[config.mk]
export PLATFORM = sky130hd
export DESIGN_NAME = conv_channel_accumulator
export DESIGN_NICKNAME = d
export VERILOG_FILES = /design/src/rtl/conv_channel_accumulator.sv
export SDC_FILE = /design/constraint.sdc
export NUM_CORES = 1
export LEC_CHECK = 0
export ABC_CLOCK_PERIOD_IN_PS = 2750
export BUFFER_PORTS_ARGS = -buffer_cell sky130_fd_sc_hd__buf_2
export CAP_MARGIN = 30
export CORE_UTILIZATION = 50
export CTS_CLUSTER_DIAMETER = 100
export CTS_CLUSTER_SIZE = 10
export DETAILED_ROUTE_END_ITERATION = 12
export MAX_ROUTING_LAYER = met4
export PLACE_DENSITY = 0.71
export SYNTH_ARGS = -nofsm -noshare
export SYNTH_HDL_FRONTEND = slang
export SYNTH_SLANG_ARGS = --single-unit
export TNS_END_PERCENT = 20
[constraint.sdc]
create_clock -name clk -period 2.75 [get_ports clk]
set_input_delay 0.1375 -clock clk [delete_from_list [all_inputs] [get_ports clk]]
set_output_delay 0.1375 -clock clk [all_outputs]
set_load 0.01 [all_outputs]
[src/rtl/conv_channel_accumulator.sv]
// Sums `channel` adder-tree partials into one conv pixel, then applies bias, ReLU, shift and
// saturation, and queues the pixel in a first-word-fall-through FIFO with a valid/ready port.
module conv_channel_accumulator #(
  parameter int pic_bits         = 2,
  parameter int weight_bits      = 3,
  parameter int kernel_size      = 5,
  parameter int kernel_number    = 1,
  parameter int channel          = 1,
  parameter int conv_result_bits = $clog2(kernel_size*kernel_size*kernel_number*channel)
                                   + weight_bits + 1,
  parameter int TREE_LATENCY     = 5,
  parameter int BIAS_BITS        = 8,
  parameter int FIFO_DEPTH       = 4,
  parameter int ACC_BITS         = conv_result_bits + $clog2(channel) + 2
) (
  input  logic                        clk,
  input  logic                        rst_n,
  input  logic                        tag_valid,
  input  logic [conv_result_bits-1:0] tree_result,
  input  logic [BIAS_BITS-1:0]        bias,
  input  logic [2:0]                  shift,
  output logic [pic_bits-1:0]         out_data,
  output logic                        out_valid,
  input  logic                        out_ready,
  output logic                        overflow,
  output logic                        busy
);

  localparam int CNT_BITS  = (channel > 1) ? $clog2(channel) : 1;
  localparam int PTR_BITS  = (FIFO_DEPTH > 1) ? $clog2(FIFO_DEPTH) : 1;
  localparam int POST_BITS = ((ACC_BITS > BIAS_BITS) ? ACC_BITS : BIAS_BITS) + 1;
  localparam int PIX_MAX   = (1 << pic_bits) - 1;

  logic [TREE_LATENCY-1:0]     tag_sr_q;
  logic                        d_valid;
  logic                        last_ch;
  logic [CNT_BITS-1:0]         ch_cnt_q, ch_cnt_d;
  logic signed [ACC_BITS-1:0]  acc_q, acc_d, tree_ext;
  logic signed [POST_BITS-1:0] post_in_q, post_in_d, shifted;
  logic                        post_vld_q;
  logic [pic_bits-1:0]         pix;

  logic [pic_bits-1:0]         mem_q [FIFO_DEPTH];
  logic [PTR_BITS-1:0]         wr_ptr_q, rd_ptr_q;
  logic [PTR_BITS:0]           count_q, count_d;
  logic                        fifo_empty, fifo_full, push, pop, overflow_q;

  // The tree has no valid of its own; this delay line (TREE_LATENCY >= 2) marks its outputs.
  assign d_valid  = tag_sr_q[TREE_LATENCY-1];
  assign tree_ext = {{(ACC_BITS-conv_result_bits){tree_result[conv_result_bits-1]}}, tree_result};
  assign last_ch  = (ch_cnt_q == CNT_BITS'(channel - 1));

  always_comb begin
    acc_d     = (ch_cnt_q == '0) ? tree_ext : acc_q + tree_ext;
    ch_cnt_d  = last_ch ? '0 : ch_cnt_q + CNT_BITS'(1);
    post_in_d = {{(POST_BITS-ACC_BITS){acc_d[ACC_BITS-1]}}, acc_d}
              + {{(POST_BITS-BIAS_BITS){bias[BIAS_BITS-1]}}, bias};
  end

  always_ff @(posedge clk) begin
    if (!rst_n) begin
      tag_sr_q   <= '0;
      ch_cnt_q   <= '0;
      acc_q      <= '0;
      post_in_q  <= '0;
      post_vld_q <= 1'b0;
    end else begin
      tag_sr_q   <= {tag_sr_q[TREE_LATENCY-2:0], tag_valid};
      post_vld_q <= 1'b0;
      if (d_valid) begin
        acc_q    <= acc_d;
        ch_cnt_q <= ch_cnt_d;
        if (last_ch) begin
          post_in_q  <= post_in_d;
          post_vld_q <= 1'b1;
        end
      end
    end
  end

  // ReLU, rescale, then clamp to the unsigned pixel range.
  always_comb begin
    shifted = post_in_q >>> shift;
    if (post_in_q[POST_BITS-1]) begin
      pix = '0;
    end else if ($unsigned(shifted) > POST_BITS'(PIX_MAX)) begin
      pix = pic_bits'(PIX_MAX);
    end else begin
      pix = shifted[pic_bits-1:0];
    end
  end

  assign fifo_empty = (count_q == '0);
  assign fifo_full  = (count_q == (PTR_BITS+1)'(FIFO_DEPTH));
  assign pop        = !fifo_empty && out_ready;
  assign push       = post_vld_q && (!fifo_full || pop);

  always_comb begin
    count_d = count_q;
    case ({push, pop})
      2'b10:   count_d = count_q + (PTR_BITS+1)'(1);
      2'b01:   count_d = count_q - (PTR_BITS+1)'(1);
      default: count_d = count_q;
    endcase
  end

  always_ff @(posedge clk) begin
    if (push) begin
      mem_q[wr_ptr_q] <= pix;
    end
  end

  always_ff @(posedge clk) begin
    if (!rst_n) begin
      wr_ptr_q   <= '0;
      rd_ptr_q   <= '0;
      count_q    <= '0;
      overflow_q <= 1'b0;
    end else begin
      count_q <= count_d;
      if (push) begin
        wr_ptr_q <= wr_ptr_q + PTR_BITS'(1);
      end
      if (pop) begin
        rd_ptr_q <= rd_ptr_q + PTR_BITS'(1);
      end
      if (post_vld_q && fifo_full && !pop) begin
        overflow_q <= 1'b1;
      end
    end
  end

  // Gate the head so an empty FIFO never exposes a stale entry.
  assign out_valid = !fifo_empty;
  assign out_data  = fifo_empty ? '0 : mem_q[rd_ptr_q];
  assign overflow  = overflow_q;
  assign busy      = (ch_cnt_q != '0) || (|tag_sr_q) || post_vld_q;

endmodule
==> results.sh, run 1 <==
export IMPL_clkLatencyLatePin_ns=0.28
export IMPL_critPathCapture="count_q[2]"
export IMPL_ys_ff_latch=36
export IMPL_peakVddDrop_mv=0.242
export IMPL_netlist_instances=201
export IMPL_yosysWarnings=0
export IMPL_ys_seq_area_frac=0.393
export IMPL_die_area_um2=4330
export IMPL_grt_pass1_wl_um=6780
export IMPL_portBuffers=28
export IMPL_core_um2=3770
export IMPL_reg2reg_slack_ns=0.37
export IMPL_cpMaxStageDelayCell="nor4b_1"
export IMPL_finalHoldViolCount=0
export IMPL_grt_max_degree=32
export IMPL_hold_buffers=0
export IMPL_fin_crit_sh=0.864
export IMPL_cp_data_arrival_time_ns=2.59
export IMPL_cts_setup_buffers=0
export IMPL_syn_area_per_cell_um2=10.1
export IMPL_rsz0062_at_grt="no"
export IMPL_finalCriticalPeriod_ns=2.38
export IMPL_die_y_um=65.8
export IMPL_post_cts_resized=0
export IMPL_syn_nets=241
export IMPL_dr_total_vias=1560
export IMPL_slowest_delay_ns=0.39
export IMPL_worst_path_stages=9
export IMPL_rows=22
export IMPL_path_cells="nor4b_1 -> nor2b_1 -> inv_1 -> ha_1 -> inv_1 -> fa_1 -> xor2_1 -> or3_1 -> a21boi_0"
export IMPL_root_buffer="clkbuf_8"
export IMPL_firstDrtPassIters=4
export IMPL_leakage_nw=0.911
export IMPL_dpl_hpwl_um=3060
export IMPL_start_util=0.540
export IMPL_finClkSkew_ns=0.00271
export IMPL_start_kind="register"
export IMPL_htreeDepth=2
export IMPL_gp_congestion=0.774
export IMPL_fin_ws_ns=0.375
export IMPL_cts_num_sinks=36
export IMPL_synth_edf_count=8
export IMPL_final_cell_mix="dfxtp_1 (28), buf_2 (28), and2_1 (18), ha_1 (14), nor2_1 (12)"
export IMPL_clkTransAtPathRegs_ns=0.07
export IMPL_overflow=0
export IMPL_clock_fmax_mhz=421
export IMPL_die_x_um=65.8
export IMPL_cts_inserted_buffers=5
export IMPL_slew_viol_final=0
export IMPL_min_from="tag_valid"
export IMPL_cp_top_family="simple AND/OR/NAND/NOR gates"
export IMPL_diodes=0
export IMPL_avgRoutedWirePerCell_um=14.6
export IMPL_status="finished clean"
export IMPL_area_growth_pct=12.7
export IMPL_worst_pin_slew_ns=0.486
export IMPL_min_path_cells=2
export IMPL_n_fill_cell=326
export IMPL_setup_tns_ns=0
export IMPL_crit_buf_inv=2
export IMPL_path_max_fanout=7
export IMPL_cp_end_kind="register"
export IMPL_grt_pass1_vias=1574
export IMPL_drt_iter0_markers=82
export IMPL_hold_path_class="primary input to register"
export IMPL_relSlewSlack=0.673
export IMPL_netlist_area_um2=2040
export IMPL_setup_viol=0
export IMPL_cpMostUsedCell="inv_1"
export IMPL_startpoint="count_q[0]"
export IMPL_reg2reg_depth=9
export IMPL_ant_nets=0
export IMPL_cts_tree="built"
export IMPL_path_class="register to register"
export IMPL_cellPowerDensity_nw_per_um2=454
export IMPL_async_reset_ff_frac=0
export IMPL_routed_wl_um=4060
export IMPL_io_pins=29
export IMPL_fin_nets=269
export IMPL_cap_viol_max_count=0
export IMPL_clock_path_buffers=2
export IMPL_rr_endpoint="count_q[2]"
export IMPL_grtUsageTotal=0.221
export IMPL_antenna_found_initial=0
export IMPL_drc=0
export IMPL_reg2reg_from="count_q[0]"
export IMPL_layout_drive_gt1_share=0.209
export IMPL_ys_types=46
export IMPL_synth_flop_cell="dfxtp_1"
export IMPL_required_ns=2.96
export IMPL_pre_cts_ws_ns=0.373
export IMPL_post_drt_via_cell_ratio=5.61
-- routing by layer --
layer | track usage | wire [um] | up-vias
met5 | - | 0 | -
met4 | 0.106 | 47 | 0
met3 | 0.0655 | 144 | 4
met2 | 0.406 | 2190 | 36
met1 | 0.208 | 1680 | 736
li1 | - | - | 784
-- flip-flops by register name, summed over array words and instances (netlist names), named ones only --
signal / flops
mem_q: 8
overflow: 1
post_vld_q: 1
count_q: 3
rd_ptr_q: 2
wr_ptr_q: 2
post_in_q: 12
tag_sr_q: 5
-- cell families after synthesis --
logic type,Yosys count,share of synthesized area
xor gates and xnor gates,6,0.0258
buffers and inverters,17,0.0319
muxes,12,0.0964
and+or+nand+nor,69,0.187
AOI/OAI and AO/OA,45,0.160
DFF,36,0.393
adders and majority gates,16,0.106
-- cells in the mapped netlist (2+ instances only) --
library cell / count / share of area
nand2b_1: 2 / 0.0061
nor2b_1: 8 / 0.025
o21ai_0: 8 / 0.020
o21bai_1: 2 / 0.0074
a211oi_2: 2 / 0.012
xnor2_1: 5 / 0.021
a211o_1: 2 / 0.0086
nand3_1: 4 / 0.0098
a31oi_1: 6 / 0.018
fa_1: 2 / 0.020
and2_1: 18 / 0.055
dfxtp_1: 28 / 0.28
a21oi_1: 3 / 0.0074
clkbuf_1: 7 / 0.013
mux2i_1: 5 / 0.025
a21boi_0: 2 / 0.0074
o21a_1: 3 / 0.011
edfxtp_1: 8 / 0.12
o31ai_1: 3 / 0.011
nor3_1: 6 / 0.015
ha_1: 14 / 0.086
a21o_1: 3 / 0.011
or3_1: 3 / 0.0092
nor2_1: 12 / 0.022
mux4_2: 6 / 0.066
nand4_1: 2 / 0.0061
a211oi_1: 3 / 0.011
nand2_1: 8 / 0.015
inv_1: 9 / 0.017
-- worst min path at each step --
stage	end	slack, ns
after global routing	tag_sr_q[0]	0.07
after floorplan	tag_sr_q[0]	0.26
final	tag_sr_q[0]	0.06
after global placement	tag_sr_q[0]	0.34
after detailed placement	tag_sr_q[0]	0.35
after CTS	tag_sr_q[0]	0.05
-- stage by stage --
| step | total power [W] | util | instances | instance area, um^2 | hold WS [ns] |
|---|---|---|---|---|---|
| after floorplan | 0.000660 | - | 201 | 2040 | 0.265 |
| after global placement | 0.000696 | 0.587 | 270 | 2210 | 0.343 |
| after detailed placement | 0.000703 | 0.587 | 270 | 2210 | 0.350 |
| after CTS | 0.00105 | 0.608 | 278 | 2290 | 0.0502 |
| after global routing | 0.00110 | 0.608 | 278 | 2290 | 0.0663 |
| final | 0.00104 | 0.608 | 278 | 2290 | 0.0572 |
-- power breakdown --
group	switching [W]	total, W	leakage, nW	internal [W]
combinational	0.0000781	0.000143	0.568	0.0000653
clock	0.000172	0.000350	0.0422	0.000177
sequential	0.00000379	0.000550	0.300	0.000546
total	0.000254	0.00104	0.911	0.000789
-- final cells by class --
cell class	instances	area [um^2]	area share
Clock inverter	1	5.00	0.00218
Clock buffer	7	76.3	0.0333
Multi-Input combinational cell	148	1170	0.510
Timing Repair Buffer	29	148	0.0643
Inverter	9	33.8	0.0147
Tap cell	48	60.1	0.0262
Sequential cell	36	801	0.349
Note: power is estimated with default switching activity, not from simulation.
==> run 2: changes to the inputs <==
CORE_MARGIN = 5   (was not set)
PLACE_DENSITY = 0.82   (was 0.71)
SLEW_MARGIN = 20   (was not set)
==> results.sh, run 2 (synthesis results as in run 1) <==
export IMPL_status="finished clean"
export IMPL_cts_tree="built"
export IMPL_final_cell_mix="dfxtp_1 (28), buf_2 (28), and2_1 (18), ha_1 (14), nor2_1 (12)"
export IMPL_portBuffers=28
export IMPL_fin_ws_ns=0.418
export IMPL_clkLatencyLatePin_ns=0.29
export IMPL_slew_viol_final=0
export IMPL_clock_fmax_mhz=429
export IMPL_grt_pass1_wl_um=6500
export IMPL_layout_drive_gt1_share=0.213
export IMPL_routed_wl_um=3800
export IMPL_hold_path_class="primary input to register"
export IMPL_start_util=0.513
export IMPL_path_max_fanout=7
export IMPL_path_class="register to register"
export IMPL_reg2reg_from="count_q[0]"
export IMPL_clkTransAtPathRegs_ns=0.07
export IMPL_reg2reg_slack_ns=0.42
export IMPL_relSlewSlack=0.678
export IMPL_root_buffer="clkbuf_8"
export IMPL_die_x_um=73.8
export IMPL_post_drt_via_cell_ratio=5.59
export IMPL_cp_end_kind="register"
export IMPL_dpl_hpwl_um=2810
export IMPL_gp_congestion=0.845
export IMPL_htreeDepth=2
export IMPL_grt_pass1_vias=1539
export IMPL_firstDrtPassIters=4
export IMPL_reg2reg_depth=9
export IMPL_post_cts_resized=0
export IMPL_rsz0062_at_grt="no"
export IMPL_die_area_um2=5450
export IMPL_largest_reg_flops=12
export IMPL_setup_tns_ns=0
export IMPL_final_seq_area_um2=801
export IMPL_cellPowerDensity_nw_per_um2=456
export IMPL_cap_viol_max_count=0
export IMPL_start_kind="register"
export IMPL_hold_worst_slack_ns=0.0504
export IMPL_p_total_w=0.00105
export IMPL_cp_data_arrival_time_ns=2.55
export IMPL_finClkSkew_ns=0.00791
export IMPL_n_fill_cell=357
export IMPL_required_ns=2.97
export IMPL_setup_viol=0
export IMPL_cts_inserted_buffers=5
export IMPL_io_pins=29
export IMPL_avgRoutedWirePerCell_um=13.6
export IMPL_fin_nets=269
export IMPL_drc=0
export IMPL_peakVddDrop_mv=0.193
export IMPL_area_growth_pct=13.0
export IMPL_core_um2=3970
export IMPL_die_y_um=73.8
export IMPL_grt_max_degree=32
export IMPL_clock_path_buffers=2
export IMPL_multi_input_area_um2=1170
export IMPL_ant_nets=0
export IMPL_leakage_nw=0.910
export IMPL_antenna_found_initial=0
export IMPL_finalHoldViolCount=0
export IMPL_cts_setup_buffers=0
export IMPL_rows=23
export IMPL_critPathCapture="count_q[2]"
export IMPL_drt_iter0_markers=57
export IMPL_worst_pin_slew_ns=0.483
export IMPL_reg_top3="post_in_q: 12 flops, mem_q: 8 flops, tag_sr_q: 5 flops"
export IMPL_startpoint="count_q[0]"
export IMPL_min_path_cells=2
export IMPL_fin_crit_sh=0.848
export IMPL_hold_buffers=0
export IMPL_finalCriticalPeriod_ns=2.33
export IMPL_dpl_cell_area_um2=2220
export IMPL_dr_total_vias=1564
export IMPL_pre_cts_ws_ns=0.402
export IMPL_fin_area_um2=2300
export IMPL_overflow=0
export IMPL_grtUsageTotal=0.161
export IMPL_rr_endpoint="count_q[2]"
export IMPL_diodes=0
export IMPL_regMostFlops="post_in_q"
export IMPL_cts_num_sinks=36
==> run 2: worst min path at each step <==
stage                         start  slack, ns     endpoint
final                     tag_valid       0.05  tag_sr_q[0]
after global routing      tag_valid       0.06  tag_sr_q[0]
after CTS                 tag_valid       0.05  tag_sr_q[0]
after detailed placement  tag_valid       0.35  tag_sr_q[0]
after global placement    tag_valid       0.35  tag_sr_q[0]
after floorplan           tag_valid       0.26  tag_sr_q[0]
==> run 2: worst max-delay path: stages, from the launching register on <==
cell      delay [ns]
dfxtp_1         0.34
nor4b_1         0.42
nor2b_1         0.21
inv_1           0.09
ha_1            0.18
inv_1           0.06
fa_1            0.37
xor2_1          0.15
or3_1           0.29
a21boi_0        0.15
==> run 2: final cells by class <==
class                   instances  share of cell area
multi-input cells             148               0.509
clock inverters                 2             0.00544
repair buffers                 29              0.0642
well taps                      50              0.0272
inverters                       9              0.0147
clock buffers                   6              0.0315
flip-flops and latches         36               0.348
==> run 2: per-stage QoR <==
stage	utilization	instances
floorplan	-	201
global placement	0.558	272
detailed placement	0.558	272
CTS	0.579	280
global route	0.579	280
finish	0.579	280
==> run 2: metal layers <==
metal,global-route usage,routed length [um],vias up
li1,-,-,787
met1,0.180,1640,738
met2,0.274,1920,32
met3,0.0369,172,7
met4,0.0664,65,0
met5,-,0,-
==> run 2: power by group <==
part | total, W | internal, W | leakage, nW | switching, W
sequential | 0.000550 | 0.000546 | 0.300 | 0.00000363
clock | 0.000360 | 0.000177 | 0.0412 | 0.000183
combinational | 0.000140 | 0.0000650 | 0.568 | 0.0000753
total | 0.00105 | 0.000788 | 0.910 | 0.000262
==> run 3: changes to the inputs <==
ABC_CLOCK_PERIOD_IN_PS = 2300   (was 2750)
clock period = 2.3 ns   (was 2.75 ns; I/O delays follow)
==> results.sh, run 3 (synthesis results as in run 1) <==
export IMPL_n_fill_cell=354
export IMPL_diodes=0
export IMPL_cts_setup_buffers=0
export IMPL_post_drt_via_cell_ratio=5.50
export IMPL_critPathCapture="count_q[2]"
export IMPL_leakage_nw=0.930
export IMPL_multi_input_area_um2=1180
export IMPL_rsz0062_at_grt="no"
export IMPL_startpoint="count_q[1]"
export IMPL_relSlewSlack=0.695
export IMPL_final_cell_mix="dfxtp_1 (28), buf_2 (28), and2_1 (18), ha_1 (14), nor2_1 (12)"
export IMPL_drc=0
export IMPL_peakVddDrop_mv=0.222
export IMPL_layout_drive_gt1_share=0.221
export IMPL_reg_top3="post_in_q: 12 flops, mem_q: 8 flops, tag_sr_q: 5 flops"
export IMPL_die_x_um=73.8
export IMPL_largest_reg_flops=12
export IMPL_fin_area_um2=2340
export IMPL_htreeDepth=2
export IMPL_fin_nets=270
export IMPL_rows=23
export IMPL_core_um2=3970
export IMPL_cts_tree="built"
export IMPL_grtUsageTotal=0.153
export IMPL_clock_path_buffers=2
export IMPL_reg2reg_depth=9
export IMPL_cp_top_family="simple AND/OR/NAND/NOR gates"
export IMPL_cts_inserted_buffers=5
export IMPL_path_class="register to register"
export IMPL_routed_wl_um=3770
export IMPL_io_pins=29
export IMPL_cpMostUsedCell="inv_1"
export IMPL_fin_crit_sh=0.914
export IMPL_hold_buffers=0
export IMPL_slew_viol_final=0
export IMPL_setup_tns_ns=0
export IMPL_regMostFlops="post_in_q"
export IMPL_die_y_um=73.8
export IMPL_gp_congestion=0.806
export IMPL_cts_num_sinks=36
export IMPL_final_seq_area_um2=801
export IMPL_cap_viol_max_count=0
export IMPL_dpl_hpwl_um=2840
export IMPL_die_area_um2=5450
export IMPL_finClkSkew_ns=0.00662
export IMPL_slowest_delay_ns=0.37
export IMPL_post_cts_resized=0
export IMPL_portBuffers=28
export IMPL_antenna_found_initial=0
export IMPL_dr_total_vias=1546
export IMPL_finalCriticalPeriod_ns=2.10
export IMPL_rr_endpoint="count_q[2]"
export IMPL_grt_pass1_vias=1497
export IMPL_dpl_cell_area_um2=2220
export IMPL_avgRoutedWirePerCell_um=13.4
export IMPL_finalHoldViolCount=0
export IMPL_cp_data_arrival_time_ns=2.32
export IMPL_cp_end_kind="register"
export IMPL_cellPowerDensity_nw_per_um2=584
export IMPL_area_growth_pct=14.7
export IMPL_ant_nets=0
export IMPL_crit_buf_inv=2
export IMPL_drt_iter0_markers=80
export IMPL_clock_fmax_mhz=476
export IMPL_overflow=0
export IMPL_start_util=0.513
export IMPL_firstDrtPassIters=4
export IMPL_clkLatencyLatePin_ns=0.29
export IMPL_reg2reg_slack_ns=0.20
export IMPL_path_cells="nor4b_2 -> nor2b_1 -> inv_1 -> ha_1 -> inv_1 -> fa_1 -> xor2_1 -> or3_1 -> a21boi_0"
export IMPL_clkTransAtPathRegs_ns=0.07
export IMPL_hold_path_class="primary input to register"
export IMPL_setup_viol=0
export IMPL_status="finished clean"
export IMPL_worst_path_stages=9
export IMPL_grt_pass1_wl_um=6240
export IMPL_root_buffer="clkbuf_8"
export IMPL_cpMaxStageDelayCell="fa_1"
export IMPL_grt_max_degree=32
export IMPL_path_max_fanout=4
export IMPL_reg2reg_from="count_q[1]"
export IMPL_required_ns=2.51
export IMPL_worst_pin_slew_ns=0.457
export IMPL_start_kind="register"
## run 3: cell types whose count changed in the layout (fill, tap and decap cells not counted), sizes merged
cell | previous run | this run
buf | 29 | 30
clkinvlp | 1 | 0
bufinv | 0 | 1
## run 3: per-stage QoR
step / hold WS (ns) / cells / worst slack, ns / util / power [W]
2_1_floorplan: 0.242 / 201 / 0.0977 / - / 0.000789
3_3_place_gp: 0.324 / 273 / 0.190 / 0.560 / 0.000834
3_5_place_dp: 0.330 / 273 / 0.0511 / 0.560 / 0.000839
4_1_cts: 0.0211 / 281 / 0.0564 / 0.587 / 0.00138
5_1_grt: 0.0336 / 281 / 0.0249 / 0.589 / 0.00142
6_report: 0.0270 / 281 / 0.197 / 0.589 / 0.00136
## run 3: final cells by class
| class | instances | area share |
|---|---|---|
| multi-input cells | 148 | 0.504 |
| clock buffers | 6 | 0.0310 |
| clock inverters | 2 | 0.0150 |
| well taps | 50 | 0.0268 |
| inverters | 9 | 0.0145 |
| flip-flops and latches | 36 | 0.343 |
| repair buffers | 30 | 0.0664 |
## run 3: per-layer routing
layer,part of all wire,GRT usage
met3,0.055,0.0410
met5,0,-
met4,0.018,0.0644
met2,0.50,0.262
met1,0.43,0.166
## run 3: worst min path at each step
stage,cells after the start,from,to
2_1_floorplan,1,tag_valid,tag_sr_q[0]
3_3_place_gp,2,tag_valid,tag_sr_q[0]
3_5_place_dp,2,tag_valid,tag_sr_q[0]
4_1_cts,2,tag_valid,tag_sr_q[0]
5_1_grt,2,tag_valid,tag_sr_q[0]
6_report,2,tag_valid,tag_sr_q[0]
## run 3: power by group
part / internal (W) / switching (W) / leakage [nW]
Clock: 0.000321 / 0.000219 / 0.0552
Combinational: 0.0000780 / 0.0000894 / 0.575
Sequential: 0.000653 / 0.00000447 / 0.300
## run 3: worst reg2reg max path, cell delays in order (launching register included)
cell and delay [ns]:
dfxtp_1 0.34, nor4b_2 0.29, nor2b_1 0.10, inv_1 0.07, ha_1 0.18, inv_1 0.06
fa_1 0.37, xor2_1 0.15, or3_1 0.30, a21boi_0 0.16
